<file path="config.mk">
export PLATFORM = sky130hd
export DESIGN_NAME = fx3_bus_in_path_mc
export DESIGN_NICKNAME = d
export VERILOG_FILES = /design/src/rtl/fx3_bus_pkg.sv /design/src/rtl/fx3_rd_latency_pipe.sv /design/src/rtl/fx3_bus_in_path_mc.sv
export SDC_FILE = /design/constraint.sdc
export NUM_CORES = 1
export LEC_CHECK = 0
export CORE_MARGIN = 2
export CORE_UTILIZATION = 53
export CTS_BUF_LIST = sky130_fd_sc_hd__clkbuf_2 sky130_fd_sc_hd__clkbuf_4 sky130_fd_sc_hd__clkbuf_8
export DETAILED_ROUTE_END_ITERATION = 6
export HOLD_SLACK_MARGIN = 0.05
export PLACE_DENSITY = 0.8
export SKIP_CTS_REPAIR_TIMING = 1
export SLEW_MARGIN = 20
export SYNTH_ARGS = -nofsm -noshare
export SYNTH_HDL_FRONTEND = slang
export SYNTH_HIERARCHICAL = 1
export SYNTH_SLANG_ARGS = --single-unit
export TNS_END_PERCENT = 50
</file>
<file path="constraint.sdc">
create_clock -name clk -period 3.27 [get_ports clk]
set_input_delay 0.654 -clock clk [delete_from_list [all_inputs] [get_ports clk]]
set_output_delay 0.654 -clock clk [all_outputs]
set_load 0.005 [all_outputs]
</file>
<file path="src/rtl/fx3_bus_pkg.sv">
// Shared types and helpers for the FX3 slave-FIFO bus paths.
// Holds the in-path state encoding and the socket-width helper.
package fx3_bus_pkg;

    typedef enum logic [2:0] {
        ST_IDLE     = 3'd0,
        ST_SETUP    = 3'd1,
        ST_READ     = 3'd2,
        ST_DRAIN    = 3'd3,
        ST_FINISHED = 3'd4
    } state_t;

    localparam int DEFAULT_RD_LATENCY = 2;

    // A single socket still needs one address bit on the FX3 side.
    function automatic int ch_width_for(input int num_ch);
        if (num_ch <= 2) begin
            return 1;
        end
        return $clog2(num_ch);
    endfunction

endpackage

</file>
<file path="src/rtl/fx3_rd_latency_pipe.sv">
// Shift register tracking issued reads through the FX3 read latency.
// Exposes the last two stages and an all-clear flag.
module fx3_rd_latency_pipe #(
    parameter int DEPTH = 3
) (
    input  logic clk,
    input  logic rst,
    input  logic shift_in,
    output logic pre_tap,
    output logic out_tap,
    output logic empty
);

    logic [DEPTH-1:0] stages;

    always_ff @(posedge clk) begin
        if (rst) begin
            stages <= '0;
        end else begin
            stages <= {stages[DEPTH-2:0], shift_in};
        end
    end

    // pre_tap marks the cycle whose pad data must be captured; out_tap
    // lines up with that captured word being presented.
    assign pre_tap = stages[DEPTH-2];
    assign out_tap = stages[DEPTH-1];
    assign empty   = (stages == '0);

endmodule

</file>
<file path="src/rtl/fx3_bus_in_path_mc.sv">
// Multi-socket FX3 slave-FIFO read path: latches socket and length, drives
// SLOE/SLRD, and realigns read data with a latency-compensating valid pipe.
module fx3_bus_in_path_mc
    import fx3_bus_pkg::*;
#(
    parameter int DATA_WIDTH = 32,
    parameter int SIZE_WIDTH = 24,
    parameter int RD_LATENCY = DEFAULT_RD_LATENCY,
    parameter int NUM_CH     = 4,
    parameter int CH_WIDTH   = ch_width_for(NUM_CH)
) (
    input  logic                  clk,
    input  logic                  rst,
    input  logic                  i_in_path_enable,
    input  logic [CH_WIDTH-1:0]   i_channel,
    input  logic [SIZE_WIDTH-1:0] i_packet_size,
    input  logic                  i_read_flow_cntrl,
    input  logic                  i_abort,
    input  logic [DATA_WIDTH-1:0] i_fx3_data,
    output logic [CH_WIDTH-1:0]   o_fx3_addr,
    output logic                  o_output_enable,
    output logic                  o_read_enable,
    output logic [DATA_WIDTH-1:0] o_data,
    output logic                  o_data_valid,
    output logic [SIZE_WIDTH-1:0] o_word_count,
    output logic                  o_in_path_busy,
    output logic                  o_in_path_finished,
    output logic                  o_short_packet
);

    state_t                state;
    logic [SIZE_WIDTH-1:0] r_size;
    logic [SIZE_WIDTH-1:0] r_issued;
    logic                  last_issue;
    logic                  capture;
    logic                  pipe_empty;

    // SLRD is combinational so a flow drop or abort suppresses it in the same cycle.
    assign o_read_enable = (state == ST_READ) && i_read_flow_cntrl && !i_abort;
    assign last_issue    = (r_issued == r_size - SIZE_WIDTH'(1));

    fx3_rd_latency_pipe #(
        .DEPTH(RD_LATENCY + 1)
    ) u_pipe (
        .clk     (clk),
        .rst     (rst),
        .shift_in(o_read_enable),
        .pre_tap (capture),
        .out_tap (o_data_valid),
        .empty   (pipe_empty)
    );

    always_ff @(posedge clk) begin
        if (rst) begin
            state              <= ST_IDLE;
            o_fx3_addr         <= '0;
            r_size             <= '0;
            r_issued           <= '0;
            o_output_enable    <= 1'b0;
            o_in_path_busy     <= 1'b0;
            o_in_path_finished <= 1'b0;
            o_short_packet     <= 1'b0;
        end else begin
            case (state)
                ST_IDLE: begin
                    if (i_in_path_enable) begin
                        o_fx3_addr <= i_channel;
                        r_size     <= i_packet_size;
                        r_issued   <= '0;
                        if (i_packet_size == '0) begin
                            state              <= ST_FINISHED;
                            o_in_path_finished <= 1'b1;
                            o_short_packet     <= 1'b0;
                        end else begin
                            state           <= ST_SETUP;
                            o_output_enable <= 1'b1;
                            o_in_path_busy  <= 1'b1;
                        end
                    end
                end
                ST_SETUP: begin
                    state <= ST_READ;
                end
                ST_READ: begin
                    if (o_read_enable) begin
                        r_issued <= r_issued + SIZE_WIDTH'(1);
                    end
                    if (i_abort || (o_read_enable && last_issue)) begin
                        state <= ST_DRAIN;
                    end
                end
                ST_DRAIN: begin
                    // An empty pipe means every captured word has already been counted.
                    if (pipe_empty) begin
                        state              <= ST_FINISHED;
                        o_output_enable    <= 1'b0;
                        o_in_path_busy     <= 1'b0;
                        o_in_path_finished <= 1'b1;
                        o_short_packet     <= (o_word_count < r_size);
                    end
                end
                ST_FINISHED: begin
                    if (!i_in_path_enable) begin
                        state              <= ST_IDLE;
                        o_in_path_finished <= 1'b0;
                        o_short_packet     <= 1'b0;
                    end
                end
                default: begin
                    state <= ST_IDLE;
                end
            endcase
        end
    end

    // Count and data update on the capture edge, so the count already
    // includes the word being presented alongside o_data_valid.
    always_ff @(posedge clk) begin
        if (rst) begin
            o_data       <= '0;
            o_word_count <= '0;
        end else begin
            if (capture) begin
                o_data <= i_fx3_data;
            end
            if (state == ST_IDLE && i_in_path_enable) begin
                o_word_count <= '0;
            end else if (capture) begin
                o_word_count <= o_word_count + SIZE_WIDTH'(1);
            end
        end
    end

endmodule

</file>
Word-level counts from Yosys, hierarchy flattened:

Cells that the tools add are included.

* input port bits: 63
* bits in registers: 115

* equal/unequal tests: 12
* add/subtract/negate cells: 3
* reduce and logical (&&, ||, !) cells: 18
* order comparisons: 1
* mux-type cells: 22

Operator list (count)
* $add 24x1->24 const B: 2
* $mux 24: 2
* $pmux 24 s2: 1
* $eq 24x24->1: 1
* $logic_not 24->1: 1
* $lt 24x24->1: 1
* $sub 24x1->24 const B: 1
* $mux 3: 5
* $pmux 3 s5: 1
* $ne 2x2->1 const B: 6
* $mux 1: 10
* $reduce_and 4->1: 2
* $eq 3x2->1 const B: 2
* $logic_not 3->1: 2
* $pmux 1 s3: 2
* $reduce_and 5->1: 1
* $logic_and 1x1->1: 4
* $reduce_bool 2->1: 2
* $eq 3x1->1 const B: 1
* $eq 3x3->1 const B: 1
* $reduce_and 3->1: 1
* $reduce_bool 3->1: 1
* $ne 2x1->1 const B: 1
* $pmux 1 s2: 1
* 4 further kinds: 4

Longest topological paths before layout:

Gate-level depths: netlist of the first run.

* word-level depth: 7
* mapped depth: 10

By module:

Netlist of the first run, hierarchy kept.

Modules (own cells, without submodules)
* fx3_bus_in_path_mc: seq. area each 2242.2 sq um, area each 5864.4 sq um, instances 1, cells each 706
* fx3_rd_latency_pipe: seq. area each 60.1 sq um, area each 88.8 sq um, instances 1, cells each 7

Worst setup path after synthesis of the first run:

Ideal clock, no wire load.

* kind: register -> register
* start point: reg r_size[0]
* end point: reg state[0]
* buffers on the path: 1
* period minus slack after synthesis: 2.346 ns
* slack: 0.924 ns
* stages on the path, launching flop included: 11
* library setup time: 0.059 ns
* data arrival time: 2.288 ns
* path through: dfxtp_1 clkbuf_1 inv_1 ha_1 nor3b_1 nand2_1 nor4_1 a31oi_1 or3_1 a211oi_1 a31o_1

* longest elaborated chain between the ends: 6

Ends and longest elaborated chain
* start: declaration: line fx3_bus_in_path_mc.sv:32 `logic [SIZE_WIDTH-1:0] r_size;`
* start signal: assignment: line fx3_bus_in_path_mc.sv:68 `r_size <= i_packet_size;`
* $sub 24x1->24: line fx3_bus_in_path_mc.sv:40 `assign last_issue = (r_issued == r_size - SIZE_WIDTH'(1));`
* $eq 24x24->1: line fx3_bus_in_path_mc.sv:40
* $logic_and 1x1->1: line fx3_bus_in_path_mc.sv:88 `if (i_abort || (o_read_enable && last_issue)) begin`
* $logic_or 1x1->1: line fx3_bus_in_path_mc.sv:88
* $ne 2x1->1 (no line)
* $reduce_and 4->1 (no line)
* end signal: assignment: line fx3_bus_in_path_mc.sv:89 `state <= ST_DRAIN;`
* end signal: assignment: line fx3_bus_in_path_mc.sv:95 `state <= ST_FINISHED;`
* end signal: assignment: line fx3_bus_in_path_mc.sv:104 `state <= ST_IDLE;`
* end: declaration: line fx3_bus_in_path_mc.sv:31 `state_t state;`

Every way passes these cells.
A chain may end at the register's enable or synchronous reset.

Worst setup path after layout of the first run:

* start point: in i_abort
* end point: out o_read_enable

* longest elaborated chain between the ends: 2

Ends and longest elaborated chain
* start: declaration: line fx3_bus_in_path_mc.sv:18 `input logic i_abort,`
* $logic_not 1->1: line fx3_bus_in_path_mc.sv:39 `assign o_read_enable = (state == ST_READ) && i_read_flow_cntrl && !i_abort;`
* $logic_and 1x1->1: line fx3_bus_in_path_mc.sv:39
* end: declaration: line fx3_bus_in_path_mc.sv:22 `output logic o_read_enable,`

Every way passes these cells.

==> results of run 1 <==
==> where the power goes <==
group	switching (W)	leakage [nW]	internal, W
clock	0.000601	0.205	0.000801
combinational	0.000344	1.63	0.000281
sequential	0.0000647	0.931	0.00144
total	0.00101	2.76	0.00252
==> routing by layer <==
layer  track usage (%)  vias to the layer above
met5                 0                        -
met4              9.67                        0
met3              10.7                       32
met2              44.4                      217
met1              32.2                     2541
li1                  -                     2691
==> cell type report <==
cell class / count / area [sq um] / area share [%]
multi-input combinational: 534 / 3390 / 44.0
clock inverter: 12 / 153 / 1.98
sequential: 115 / 2300 / 29.8
clock buffer: 20 / 269 / 3.49
timing repair buffer: 133 / 1310 / 17.0
tap: 140 / 175 / 2.27
inverter: 31 / 116 / 1.51
==> cells in the mapped netlist, types with 5 or more instances <==
master    count  area (sq um)
or3_1        10          62.6
xnor2_1      34           298
and3_1       11          68.8
nand2_1      85           319
o211ai_1      6          45.0
xor2_1       34           298
inv_1        30           113
and2_1        5          31.3
mux2i_1      35           350
nor3_1        9          45.0
buf_1         9          33.8
clkbuf_1     18          67.6
nor4_1       12          75.1
o21ai_0      18          90.1
a21oi_1      46           230
nand3_1      17          85.1
nor2_1       98           368
dfxtp_1     115          2300
a31oi_1       7          43.8
nor2b_1      10          62.6
ha_1         26           325
nand4_1      20           125
==> state kept, by name (all words and copies together) (netlist names) <==
| register | cells |
|---|---|
| o_data | 32 |
| o_fx3_addr | 2 |
| o_in_path_busy | 1 |
| o_in_path_finished | 1 |
| o_short_packet | 1 |
| o_word_count | 24 |
| r_issued | 24 |
| r_size | 24 |
| state | 3 |
| u_pipe/stages | 3 |
==> worst paths after layout <==
check	startpoint	to	slack, ps	depth (start not counted)
hold reg to reg	o_fx3_addr[0]$_SDFFE_PP0P_	o_fx3_addr[0]$_SDFFE_PP0P_	470	2
setup reg to reg	r_size[1]$_SDFFE_PP0P_	state[0]$_SDFFE_PP0P_	690	10
hold / removal	o_fx3_addr[0]$_SDFFE_PP0P_	o_fx3_addr[0]$_SDFFE_PP0P_	470	2
setup / recovery	i_abort	o_read_enable	440	5
==> critical path, stage by stage <==
cell and delay, ps:
clkdlybuf4s50_1 450, nor4b_4 340, nand2_2 130, inv_1 100, clkdlybuf4s50_1 500
==> cells by family after synthesis <==
family	after synthesis	share of synthesized area [%]
buf+inv	64	4.46
xor+xnor	68	10.0
simple gates	306	25.6
flops	115	38.7
mux	36	6.07
compound gates	98	9.77
fa+ha+maj	26	5.46
==> metrics by stage <==
stage / power [W] / cells / cell area [sq um] / util [%]
2_1_floorplan: 0.00193 / 713 / 5950 / -
3_3_place_gp: 0.00213 / 953 / 7300 / 67.0
3_5_place_dp: 0.00215 / 953 / 7300 / 67.0
4_1_cts: 0.00354 / 985 / 7720 / 70.9
5_1_grt: 0.00367 / 985 / 7720 / 70.9
6_report: 0.00353 / 985 / 7720 / 70.9
==> flow_summary.toml, run 1 <==
[floorplanning]
die_h_um = 110
core_sq_um = 10900
dieArea_sq_um = 12100
dieWidth_um = 110
boundaryPins = 127
row_count = 38
start_util_pct = 54.7

[worst_setup_path]
path_class = "input pin to output pin"
cp.arrival_ps = 2180
cp-start-kind = "input pin"
crit_path_max_fanout = 4
cp.required_ps = 2620
crit_path_end_kind = "output pin"

[final_layout]
n_antenna_cell = 0
final_common_cell = "clkdlybuf4s50_1"
finalNetCount = 921
n_fill_cell = 841
final_cell_mix = "clkdlybuf4s50_1, dfxtp_1, nor2_1, nand2_1, a21oi_1"
synthToLayoutAreaGrowth_pct = 29.6
drive_gt1_share_pct = 7.10

[sta]
post-route-period-util_pct = 86.7
hold-worst-slack_ps = 474
layout_setup_ws_ps = 435
fin_setup_tns_ps = 0
final_max_slew_viol_count = 0
slew_headroom_pct = 60.4
worst_pin_slew_ps = 594
finalSetupViolations = 0
period_minus_slack_ps = 2830
hold_viol_final = 0
rsz0062_at_grt = "no"
skew_ps = 8.51
clock.fmax_mhz = 353

[drt]
wl_met3_um = 1440
first_pass_iters = 7
wirelength_um = 15600
top_layer_used = "met4"
wl_per_cell_um = 15.9
drc = 0
drtIter0Drc = 454
drt-met1-wl_um = 6690
drt.antenna.violating_nets = 0
wl_met2_um = 7190
num_vias = 5481
via_per_inst = 5.56

[job]
drv_cap = 0

[synth]
ys_ff_latch = 115
postSynthCellCount = 713
avgSynthCellArea_sq_um = 8.35
synth-main-ff-cell = "dfxtp_1"
ys_async_sr_fraction_pct = 0
syn_nets = 802
synth-edff-count = 0
synth-seq-area-share_pct = 38.7
synth_area_sq_um = 5950
yosys.cell_types.count = 57
ys.warnings.count = 6

[global_routing]
grt_pass1_wl_um = 25500
antenna_found_initial = 0
grt_pass1_vias = 5386
grt_usage_pct = 27.1
grt_max_degree = 47
overflow = 0

[clock_network]
clockBufferDepth = 2
clkTransAtPathRegs_ps = 70
clkLatencyLatePin_ps = 450
h-tree-depth = 4
numCtsBuffers = 17
cts_root_buf = "clkbuf_8"
cts.sinks = 115
cts_tree = "done"

[power_and_ir_drop]
ir_drop_v = 0.000336
p_leak_nw = 2.76
power.density_nw_per_um2 = 458

[run_status]
run_status = "complete, no violations"

[placement]
io_buffers = 126
place.gp.congestion = 0.903
pre_cts_slack_ps = 295
hpwl_um = 11700

[min_path]
hold_class = "flop to flop"
(Power assumes the default switching activity.)
==> run 2, diff against run 1 <==
--- a/config.mk
+++ b/config.mk
@@ -6,11 +6,12 @@
 export NUM_CORES = 1
 export LEC_CHECK = 0
 export CORE_MARGIN = 2
-export CORE_UTILIZATION = 53
+export CORE_UTILIZATION = 31
 export CTS_BUF_LIST = sky130_fd_sc_hd__clkbuf_2 sky130_fd_sc_hd__clkbuf_4 sky130_fd_sc_hd__clkbuf_8
 export DETAILED_ROUTE_END_ITERATION = 6
 export HOLD_SLACK_MARGIN = 0.05
-export PLACE_DENSITY = 0.8
+export MAX_ROUTING_LAYER = met4
+export PLACE_DENSITY = 0.5
 export SKIP_CTS_REPAIR_TIMING = 1
 export SLEW_MARGIN = 20
 export SYNTH_ARGS = -nofsm -noshare
==> run 2 against run 1 <==
Effect of this change:
- combinational power rose by 3%
- total power rose by 1.4%
- die area rose by 68%
- critical path depth did not move
- critical path type unchanged
- largest cell class unchanged
- highest routed layer unchanged
==> flow_summary.toml, run 2 (same netlist as run 1, synthesis figures left out) <==
[run_status]
run_status = "complete, no violations"

[final_layout]
regMostFlops = "o_data"
finalNetCount = 924
postLayoutCellArea_sq_um = 7870
largest_register_ffs = 32
drive_gt1_share_pct = 7.32
final_cell_mix = "clkdlybuf4s50_1, dfxtp_1, nor2_1, nand2_1, a21oi_1"
synthToLayoutAreaGrowth_pct = 32.2
final_common_cell = "clkdlybuf4s50_1"
n_antenna_cell = 0
n_fill_cell = 1878

[sta]
hold_viol_final = 0
post-route-period-util_pct = 87.6
skew_ps = 11.6
period_minus_slack_ps = 2860
final_max_slew_viol_count = 0
clock.fmax_mhz = 349
worst_pin_slew_ps = 634
fin_setup_tns_ps = 0
finalSetupViolations = 0
slew_headroom_pct = 57.4
rsz0062_at_grt = "no"

[floorplanning]
die_h_um = 143
start_util_pct = 31.7
dieArea_sq_um = 20300
dieWidth_um = 143
boundaryPins = 127
core_sq_um = 18800
row_count = 50

[clock_network]
cts_tree = "done"
clkTransAtPathRegs_ps = 70
clockBufferDepth = 2
numCtsBuffers = 17
clkLatencyLatePin_ps = 440
cts_root_buf = "clkbuf_8"
cts.sinks = 115
h-tree-depth = 4

[worst_setup_path]
crit_path_max_fanout = 4
path_class = "input pin to output pin"
crit_path_end_kind = "output pin"
cp-start-kind = "input pin"
cp.arrival_ps = 2210
cp.required_ps = 2620

[global_routing]
grt_pass1_vias = 5337
antenna_found_initial = 0
grt_max_degree = 47
grt_pass1_wl_um = 26700
grt_usage_pct = 17.2
overflow = 0

[placement]
hpwl_um = 12600
io_buffers = 126
placed_cell_area_sq_um = 7450
place.gp.congestion = 0.833

[power_and_ir_drop]
seqPwrFrac_pct = 42.0
power.density_nw_per_um2 = 455
ir_drop_v = 0.000251
cellInternalPower_w = 0.00256
p_leak_nw = 2.80
power.switching_w = 0.00102
swShare_pct = 28.5
p_comb_share_pct = 17.9
pwr-share-clk_pct = 40.0

[drt]
via_per_inst = 4.94
wirelength_um = 16600
drt.antenna.violating_nets = 0
drc = 0
num_vias = 5341
wl_per_cell_um = 15.3
first_pass_iters = 5
drtIter0Drc = 224

[job]
drv_cap = 0

[min_path]
hold_class = "flop to flop"
## run 2: cell count changes in the layout (fill, tap and decap cells not counted), sizes merged
cell | previous run | this run
buf | 8 | 11
clkinvlp | 4 | 1
clkinv | 4 | 5
inv | 32 | 31
clkbuf | 20 | 22
## run 2: path summary, 6_finish.rpt
check	slack, ps	depth (start not counted)	end	from
setup reg to reg	690	9	state[0]$_SDFFE_PP0P_	r_size[1]$_SDFFE_PP0P_
setup / recovery	410	5	o_read_enable	i_abort
hold reg to reg	470	2	o_fx3_addr[1]$_SDFFE_PP0P_	o_fx3_addr[1]$_SDFFE_PP0P_
hold / removal	470	2	o_fx3_addr[1]$_SDFFE_PP0P_	o_fx3_addr[1]$_SDFFE_PP0P_
## run 2: cell type report
| class | count | area, sq um | share of cell area, % |
|---|---|---|---|
| well taps | 234 | 293 | 3.72 |
| flip-flops and latches | 115 | 2300 | 29.3 |
| repair buffers | 136 | 1340 | 17.1 |
| clock inverters | 9 | 126 | 1.61 |
| inverters | 31 | 116 | 1.48 |
| multi-input cells | 534 | 3390 | 43.1 |
| clock buffers | 22 | 297 | 3.77 |
## run 2: worst max-delay path, stage by stage
cell	delay [ps]
clkdlybuf4s50_1	440
nor4b_4	350
nand2_2	140
inv_1	100
clkdlybuf4s50_1	520
## run 2: stage by stage
step	std cells	setup slack, ps	total power [W]	hold slack (ps)	util (%)
floorplan	713	924	0.00193	453	-
global placement	1050	374	0.00217	444	39.7
detailed placement	1050	329	0.00218	457	39.7
CTS	1081	388	0.00362	470	41.9
global route	1081	349	0.00376	500	41.9
finish	1081	406	0.00358	468	41.9
## run 2: power by group through the flow
stage | sequential, W | clock, W | combinational, W
2_1_floorplan | 0.00151 | 0 | 0.000421
3_3_place_gp | 0.00154 | 0 | 0.000631
3_5_place_dp | 0.00154 | 0 | 0.000639
4_1_cts | 0.00150 | 0.00148 | 0.000643
5_1_grt | 0.00151 | 0.00154 | 0.000704
6_report | 0.00151 | 0.00143 | 0.000642
## run 2: per-layer routing
metal  up-vias  wire, um  GRT usage, %
li1       2693         -             -
met2       164      7410          27.1
met5         -         0             -
met1      2465      7960          21.7
met3        19       998          4.21
met4         0       199          5.58
==> run 3, diff against run 2 <==
--- a/config.mk
+++ b/config.mk
@@ -5,6 +5,7 @@
 export SDC_FILE = /design/constraint.sdc
 export NUM_CORES = 1
 export LEC_CHECK = 0
+export ABC_CLOCK_PERIOD_IN_PS = 3270
 export CORE_MARGIN = 2
 export CORE_UTILIZATION = 31
 export CTS_BUF_LIST = sky130_fd_sc_hd__clkbuf_2 sky130_fd_sc_hd__clkbuf_4 sky130_fd_sc_hd__clkbuf_8
@@ -12,8 +13,9 @@
 export HOLD_SLACK_MARGIN = 0.05
 export MAX_ROUTING_LAYER = met4
 export PLACE_DENSITY = 0.5
+export SETUP_SLACK_MARGIN = 0.15
 export SKIP_CTS_REPAIR_TIMING = 1
-export SLEW_MARGIN = 20
+export SLEW_MARGIN = 10
 export SYNTH_ARGS = -nofsm -noshare
 export SYNTH_HDL_FRONTEND = slang
 export SYNTH_HIERARCHICAL = 1
==> results of run 3 <==
The final DEF is identical to that of run 2; final timing and power are the same.
